File: config.mk
export PLATFORM = sky130hd
export DESIGN_NAME = puf_frame_link
export DESIGN_NICKNAME = d
export VERILOG_FILES = /design/src/rtl/puf_frame_link.sv
export SDC_FILE = /design/constraint.sdc
export NUM_CORES = 1
export LEC_CHECK = 0
export ABC_CLOCK_PERIOD_IN_PS = 1700
export CAP_MARGIN = 20
export CORE_ASPECT_RATIO = 2
export CORE_MARGIN = 1
export CORE_UTILIZATION = 47
export CTS_CLUSTER_DIAMETER = 120
export DETAILED_ROUTE_END_ITERATION = 12
export PLACE_DENSITY = 0.84
export SYNTH_ARGS = -nofsm -noshare
export SYNTH_HDL_FRONTEND = slang
export SYNTH_SLANG_ARGS = --single-unit
File: constraint.sdc
create_clock -name clk -period 1.7 [get_ports clk]
set_clock_uncertainty 0.15 [all_clocks]
set_input_delay 0.34 -clock clk [delete_from_list [all_inputs] [get_ports clk]]
set_output_delay 0.34 -clock clk [all_outputs]
set_load 0.01 [all_outputs]
File: src/rtl/puf_frame_link.sv
// Serial<->parallel framing link between a PUF core and a narrow LANE_W-bit lane.
// Optional parity beats on both directions are enabled by defining PUF_LINK_PARITY_EN.
module puf_frame_link #(
   parameter int LANE_W    = 1,
   parameter int RX_FRAME  = 40,
   parameter int NORM_MOD  = 34,
   parameter int DEBUG_MOD = 157
) (
   input  logic                 clk,
   input  logic                 rst_n,
   input  logic                 i_rx_valid,
   input  logic [LANE_W-1:0]    i_rx_data,
   output logic                 o_rx_ready,
   output logic                 o_req_valid,
   output logic [RX_FRAME-1:0]  o_req_frame,
   input  logic                 i_req_ready,
   input  logic                 i_rsp_valid,
   input  logic                 i_rsp_mode,
   input  logic [DEBUG_MOD-1:0] i_rsp_frame,
   output logic                 o_rsp_ready,
   output logic                 o_tx_valid,
   output logic [LANE_W-1:0]    o_tx_data,
   input  logic                 i_tx_ready,
   output logic                 o_rx_err
);

   localparam int RX_BEATS = (RX_FRAME + LANE_W - 1) / LANE_W;
   localparam int N_BEATS  = (NORM_MOD + LANE_W - 1) / LANE_W;
   localparam int D_BEATS  = (DEBUG_MOD + LANE_W - 1) / LANE_W;
`ifdef PUF_LINK_PARITY_EN
   localparam int PAR = 1;
`else
   localparam int PAR = 0;
`endif
   localparam int RX_LAST = RX_BEATS - 1 + PAR;
   localparam int TXB_W   = (D_BEATS + PAR) * LANE_W;
   localparam int CW      = $clog2(D_BEATS + RX_BEATS + 2);

   typedef enum logic {RX_SHIFT, RX_HOLD} rx_state_t;
   typedef enum logic {TX_IDLE, TX_SEND} tx_state_t;

   rx_state_t           rx_state, rx_state_n;
   logic [CW-1:0]       rx_cnt, rx_cnt_n;
   logic [RX_FRAME-1:0] rx_frame;
   logic                rx_fire, rx_last_beat, par_ok;

   tx_state_t           tx_state, tx_state_n;
   logic [CW-1:0]       tx_cnt, tx_cnt_n, tx_last, tx_last_n;
   logic [TXB_W-1:0]    tx_buf, cap_buf;
   logic                tx_cap, tx_fire;

   assign o_rx_ready   = (rx_state == RX_SHIFT);
   assign o_req_valid  = (rx_state == RX_HOLD);
   assign o_req_frame  = rx_frame;
   assign rx_fire      = i_rx_valid && o_rx_ready;
   assign rx_last_beat = (rx_cnt == CW'(RX_LAST));

`ifdef PUF_LINK_PARITY_EN
   logic drop, rx_err;
   // The parity beat arrives after the whole frame is already stored.
   assign par_ok   = (i_rx_data[0] == ^rx_frame);
   assign drop     = rx_fire && rx_last_beat && !par_ok;
   assign o_rx_err = rx_err;

   always_ff @(posedge clk or negedge rst_n) begin
      if (!rst_n) rx_err <= 1'b0;
      else        rx_err <= drop;
   end
`else
   assign par_ok   = 1'b1;
   assign o_rx_err = 1'b0;
`endif

   always_comb begin
      rx_state_n = rx_state;
      rx_cnt_n   = rx_cnt;
      case (rx_state)
         RX_SHIFT: begin
            if (rx_fire) begin
               if (rx_last_beat) begin
                  rx_cnt_n = '0;
                  if (par_ok) rx_state_n = RX_HOLD;
               end else begin
                  rx_cnt_n = rx_cnt + CW'(1);
               end
            end
         end
         RX_HOLD: begin
            if (i_req_ready) rx_state_n = RX_SHIFT;
         end
         default: rx_state_n = RX_SHIFT;
      endcase
   end

   always_ff @(posedge clk or negedge rst_n) begin
      if (!rst_n) begin
         rx_state <= RX_SHIFT;
         rx_cnt   <= '0;
         rx_frame <= '0;
      end else begin
         rx_state <= rx_state_n;
         rx_cnt   <= rx_cnt_n;
         // Only real frame bits are stored; lane padding in the last beat is dropped here.
         for (int i = 0; i < RX_FRAME; i++) begin
            if (rx_fire && rx_cnt == CW'(i / LANE_W)) rx_frame[i] <= i_rx_data[i % LANE_W];
         end
      end
   end

   assign o_rsp_ready = (tx_state == TX_IDLE);
   assign o_tx_valid  = (tx_state == TX_SEND);
   assign o_tx_data   = o_tx_valid ? tx_buf[LANE_W-1:0] : '0;
   assign tx_cap      = i_rsp_valid && o_rsp_ready;
   assign tx_fire     = o_tx_valid && i_tx_ready;

   // Capture image: payload masked to the selected length, parity beat right after it.
   always_comb begin
      cap_buf = '0;
      for (int i = 0; i < DEBUG_MOD; i++) begin
         if (i_rsp_mode || i < NORM_MOD) cap_buf[i] = i_rsp_frame[i];
      end
`ifdef PUF_LINK_PARITY_EN
      if (i_rsp_mode) cap_buf[D_BEATS*LANE_W] = ^i_rsp_frame;
      else            cap_buf[N_BEATS*LANE_W] = ^i_rsp_frame[NORM_MOD-1:0];
`endif
   end

   always_comb begin
      tx_state_n = tx_state;
      tx_cnt_n   = tx_cnt;
      tx_last_n  = tx_last;
      case (tx_state)
         TX_IDLE: begin
            if (tx_cap) begin
               tx_state_n = TX_SEND;
               tx_cnt_n   = '0;
               tx_last_n  = i_rsp_mode ? CW'(D_BEATS - 1 + PAR) : CW'(N_BEATS - 1 + PAR);
            end
         end
         TX_SEND: begin
            if (tx_fire) begin
               if (tx_cnt == tx_last) begin
                  tx_state_n = TX_IDLE;
                  tx_cnt_n   = '0;
               end else begin
                  tx_cnt_n = tx_cnt + CW'(1);
               end
            end
         end
         default: tx_state_n = TX_IDLE;
      endcase
   end

   always_ff @(posedge clk or negedge rst_n) begin
      if (!rst_n) begin
         tx_state <= TX_IDLE;
         tx_cnt   <= '0;
         tx_last  <= '0;
         tx_buf   <= '0;
      end else begin
         tx_state <= tx_state_n;
         tx_cnt   <= tx_cnt_n;
         tx_last  <= tx_last_n;
         if (tx_cap)       tx_buf <= cap_buf;
         else if (tx_fire) tx_buf <= tx_buf >> LANE_W;
      end
   end

endmodule

# Word level (Yosys, flattened, before mapping)
# Index checks and enable logic that the tools add are counted.
# op_classes
n_addsub	2
eq_ne	42
bitwise	2
n_mux	140
n_reduce_logical	48
# op_table
cell	n
2-to-1 mux 157 bit	2
2-to-1 mux 1 bit	130
== test 8 x 5 -> 1 bit (second input constant)	16
== test 8 x 4 -> 1 bit (second input constant)	8
== test 8 x 6 -> 1 bit (second input constant)	8
logical AND 1 bit	43
2-to-1 mux 8 bit	5
== test 8 x 3 -> 1 bit (second input constant)	4
adder 8 x 1 -> 8 bit (second input constant)	2
== test 8 x 2 -> 1 bit (second input constant)	2
case mux 8 bit (2 select lines)	1
== test 8 x 1 -> 1 bit (second input constant)	1
== test 8 bit	1
logical NOT 8 bit	1
AND reduction 2 bit	3
!= test 2 x 1 -> 1 bit (second input constant)	2
case mux 1 bit (2 select lines)	2
NOT 1 bit	2
nonzero test 2 bit	1
# word_totals
regBits	223
output_inout_bits	46
input_bits	165
elab_cells	280

# Depth between registers and ports, before layout
# logic_depth
ltp_word	4
depth_mapped	6
depth_no_buf	4

# Worst setup path before layout
# OpenSTA, ideal clock, no wires.
# synth_timing
path_type	reg2reg
startpoint	reg rx_state, in the netlist o_req_valid
endpoint	reg rx_frame[16], in the netlist o_req_frame[16]
n_path_buf	1
t_arrival_ns	1.635
synth_period_minus_slack_ns	1.910
t_required_ns	1.425
setup_ns	0.125
setup_slack_ns	-0.210
stages_incl_launch_ff	6
cell_sequence	dfrtp_1 nand2b_1 nor4b_4 buf_6 nand3_2 mux2_4
# synth_via
elab_chain_cells	3
# synth_rtl
item	line	source
start, declared	42	rx_state_t rx_state, rx_state_n;
start signal, assigned	101	rx_state <= rx_state_n;
NOT 1 bit (no line)	--	
logical AND 1 bit	55	assign rx_fire = i_rx_valid && o_rx_ready;
logical AND 1 bit	105	if (rx_fire && rx_cnt == CW'(i / LANE_W)) rx_frame[i] <= i_rx_data[i % LANE_W];
end signal, assigned by index	105	
end, declared	44	logic [RX_FRAME-1:0] rx_frame;
# Every way passes these cells.
# A chain may end at the register's enable or synchronous reset.

# Final worst setup path
# layout_timing
startpoint	reg rx_cnt[6]
endpoint	reg rx_frame[29], in the netlist o_req_frame[29]
# layout_via
elab_chain_cells	2
# layout_rtl
item	line	source
start, declared	43	logic [CW-1:0] rx_cnt, rx_cnt_n;
start signal, assigned	102	rx_cnt <= rx_cnt_n;
== test 8 x 5 -> 1 bit	105	
logical AND 1 bit	105	
# Every way passes these cells.

==> flow_metrics.py <==
metrics = {
    "layout": {
        "final_layout_size_suffix_gt1_share_pct": 16.6,
        "final_util_pct": 68.0,
        "finalNetCount": 1526,
        "multi_input_area_um2": 4480,
        "syn_to_final_growth_pct": 41.2,
        "num-fill-cells": 1556,
        "instances_no_fill": 1638,
        "register_area_um2": 5430,
    },
    "worst_hold_path": {
        "hold_end": "tx_last[4]",
        "hold_start": "i_rsp_mode",
        "hp-class": "in2reg",
        "hold_depth": 3,
    },
    "critical_path": {
        "crit_arrival_ns": 2.16,
        "r2r_slack_ns": -0.24,
        "critPathCaptureType": "register",
        "rr_startpoint": "rx_cnt[6]",
        "crit_fanout": 8,
        "cp.required_ns": 1.92,
        "r2r_cells": 6,
        "crit_type": "reg2reg",
        "start_kind": "register",
        "rr_endpoint": "o_req_frame[29]",
    },
    "yosys": {
        "synth_top_family_by_area": "simple AND/OR/NAND/NOR gates",
        "ys_ff_latch": 217,
        "synth_edf_count": 0,
        "synth-adder-area-share_pct": 0.616,
        "synth_nets": 1293,
        "synth_warnings": 0,
        "synthMuxAreaShare_pct": 4.80,
        "synth_compound_area_share_pct": 17.0,
        "netlist_instances": 1123,
        "ys_seq_area_share_pct": 53.4,
        "async_flop_share_pct": 100,
        "synth-simple-area-share_pct": 18.6,
        "avgSynthCellArea_um2": 9.05,
        "synth_area_um2": 10200,
        "synth_ff_type": "dfrtp_1",
        "synth_cell_types": 44,
        "synth_xor_area_share_pct": 0.776,
    },
    "floorplan": {
        "initial_core_util_pct": 48.1,
        "die-area_um2": 22200,
        "rows": 75,
        "die_h_um": 210,
        "ios": 211,
        "dieWidth_um": 106,
        "coreArea_um2": 21100,
    },
    "global_route": {
        "grt-ovfl-total": 0,
        "antenna_found_initial": 1,
        "grt_pass1_wl_mm": 47.6,
        "grt_max_degree": 60,
        "first_global_vias": 9740,
        "grt_usage_pct": 26.7,
    },
    "sta": {
        "drv_slew": 0,
        "setup_violations": 45,
        "fin_tns_setup_ns": -5.19,
        "timing.fmax_mhz": 515,
        "holdWs_ns": 0.0847,
        "finalCritPeriodShare_pct": 114,
        "period_needed_ns": 1.94,
        "hold_viol_final": 0,
        "timing.final.ws_setup_ns": -0.243,
        "grt_setup_unrepaired": "yes",
    },
    "routing": {
        "ant_nets": 0,
        "viasPerCell": 5.81,
        "wl_per_cell_um": 18.5,
        "drtPass1Iterations": 5,
        "routed_wl_mm": 30.3,
        "drc_errors": 0,
        "drt_iter0_markers": 786,
        "num_vias": 9514,
    },
    "pwr": {
        "peakVddDrop_v": 0.00104,
        "total_leakage_power_nw": 6.47,
        "p_per_area_nw_per_um2": 1560,
    },
    "placement": {
        "dp_slack_ns": -0.446,
        "dpl.hpwl_mm": 18.9,
        "portBuffers": 209,
        "gp_congestion": 0.846,
        "placedCellCount": 1572,
    },
    "cts": {
        "clkLatencyLatePin_ns": 0.51,
        "cts_buffer_depth": 3,
        "root_buffer": "clkbuf_16",
        "cts_tree": "done",
        "path_clk_slew_ns": 0.06,
        "cts_inserted_buffers": 21,
        "cts_sinks": 217,
        "htreeDepth": 1,
    },
    "run": {
        "cap_violations": 0,
    },
    "run_status": {
        "outcome": "finished with violations",
        "violations": "setup timing",
    },
}
==> through the flow <==
step / power, W / instance area [um2]
floorplan: 0.0135 / 10200
global placement: 0.0164 / 13000
detailed placement: 0.0169 / 13000
CTS: 0.0217 / 13900
global route: 0.0237 / 14400
finish: 0.0224 / 14400
==> worst max-delay path, stage by stage (launching register included) <==
cell	delay (ns)
dfrtp_1	0.38
or2_4	0.28
nor4b_4	0.28
buf_4	0.19
buf_12	0.14
nand3_1	0.10
mux2_2	0.30
==> power by group <==
group / switching [W] / total [W] / internal [W] / leakage (nW)
Clock: 0.00196 / 0.00468 / 0.00272 / 0.339
Combinational: 0.00452 / 0.00882 / 0.00430 / 3.40
Sequential: 0.00140 / 0.00890 / 0.00751 / 2.73
==> cell usage in the layout, fill, tap and decap left out, types with 5 or more instances in the layout <==
master	instances
nor2_1	42
buf_4	54
nand3_2	21
o21ai_0	10
clkdlybuf4s50_1	161
clkdlybuf4s15_1	6
nand3_1	25
ha_1	5
dlygate4sd2_1	34
mux2_2	21
buf_12	19
xor2_1	5
a31oi_1	152
a31oi_2	5
mux2_4	19
dfrtp_1	215
buf_6	10
nand2_1	326
buf_16	9
clkbuf_16	29
a21oi_1	123
clkbuf_8	7
==> cells by family (layout without fill, tap and decap cells) <==
kind of cell / count (synthesis) / count (layout)
simple gates: 445 / 447
compound gates: 300 / 300
flops: 217 / 217
buf+inv: 106 / 349
mux: 40 / 40
xor+xnor: 9 / 9
fa+ha+maj: 5 / 5
other cells: 1 / 2
==> flip-flops by register name, summed over array words and instances, names as in the netlist <==
signal / cells
o_req_valid: 1
o_req_frame: 40
tx_last: 2
tx_cnt: 8
tx_buf: 157
rx_cnt: 8
o_tx_valid: 1
==> timing repair <==
item | CTS | global route
setup buffers | 3 | 12
resized for setup | 82 | 39
cloned | 6 | 9
setup endpoints to repair | 94 | 172
pin swaps | 1 | 8
hold endpoints to repair | 217 | 0
hold buffers | 1 | 0
==> cell usage after synthesis, types with 2 or more instances <==
cell,number,area (um2)
ha_1,5,62.6
and3_1,2,12.5
mux2_4,10,150
nand3_2,10,100
buf_1,5,18.8
inv_1,6,22.5
nor2b_1,4,25.0
nor4_1,2,12.5
xnor2_1,4,35.0
mux2_2,24,270
buf_6,5,56.3
dfrtp_1,217,5430
nand2b_1,2,12.5
nor2_1,42,158
buf_2,3,15.0
o211ai_1,3,22.5
o21ai_0,11,55.1
a31oi_1,157,982
and2_1,4,25.0
xor2_1,5,43.8
a21oi_1,123,616
clkbuf_8,2,27.5
nand2_1,331,1240
nand3_1,38,190
clkbuf_1,81,304
buf_4,4,30.0
mux2_1,6,67.6
==> cell type report <==
| cell class | count | share of cell area [%] |
|---|---|---|
| clock inverters | 4 | 0.340 |
| repair buffers | 308 | 23.6 |
| well taps | 269 | 2.34 |
| flip-flops and latches | 217 | 37.8 |
| inverters | 6 | 0.192 |
| diodes | 1 | 0.0174 |
| multi-input cells | 802 | 31.2 |
| clock buffers | 31 | 4.41 |
==> routing by layer <==
layer  vias to the layer above  share of wire (%)  track usage, %
met2                       438                 55            48.7
met5                         -                  0               0
met4                         0                4.1            13.6
met1                      4622                 35            29.8
met3                        85                5.7            3.71
li1                       4369                  -               -
==> worst max path at each step <==
| stage | startpoint | end | slack [ns] | cells past startpoint |
|---|---|---|---|---|
| after floorplan | rx_cnt[7] | o_req_frame[16] | -0.19 | 5 |
| final | rx_cnt[6] | o_req_frame[29] | -0.24 | 6 |
| after detailed placement | i_rx_valid | o_req_frame[20] | -0.45 | 6 |
| after CTS | rx_cnt[6] | o_req_frame[26] | -0.17 | 5 |
| after global routing | rx_cnt[6] | o_req_frame[26] | -0.25 | 6 |
| after global placement | i_rx_valid | o_req_frame[31] | -0.42 | 6 |
Power figures use the tool's default switching activity.
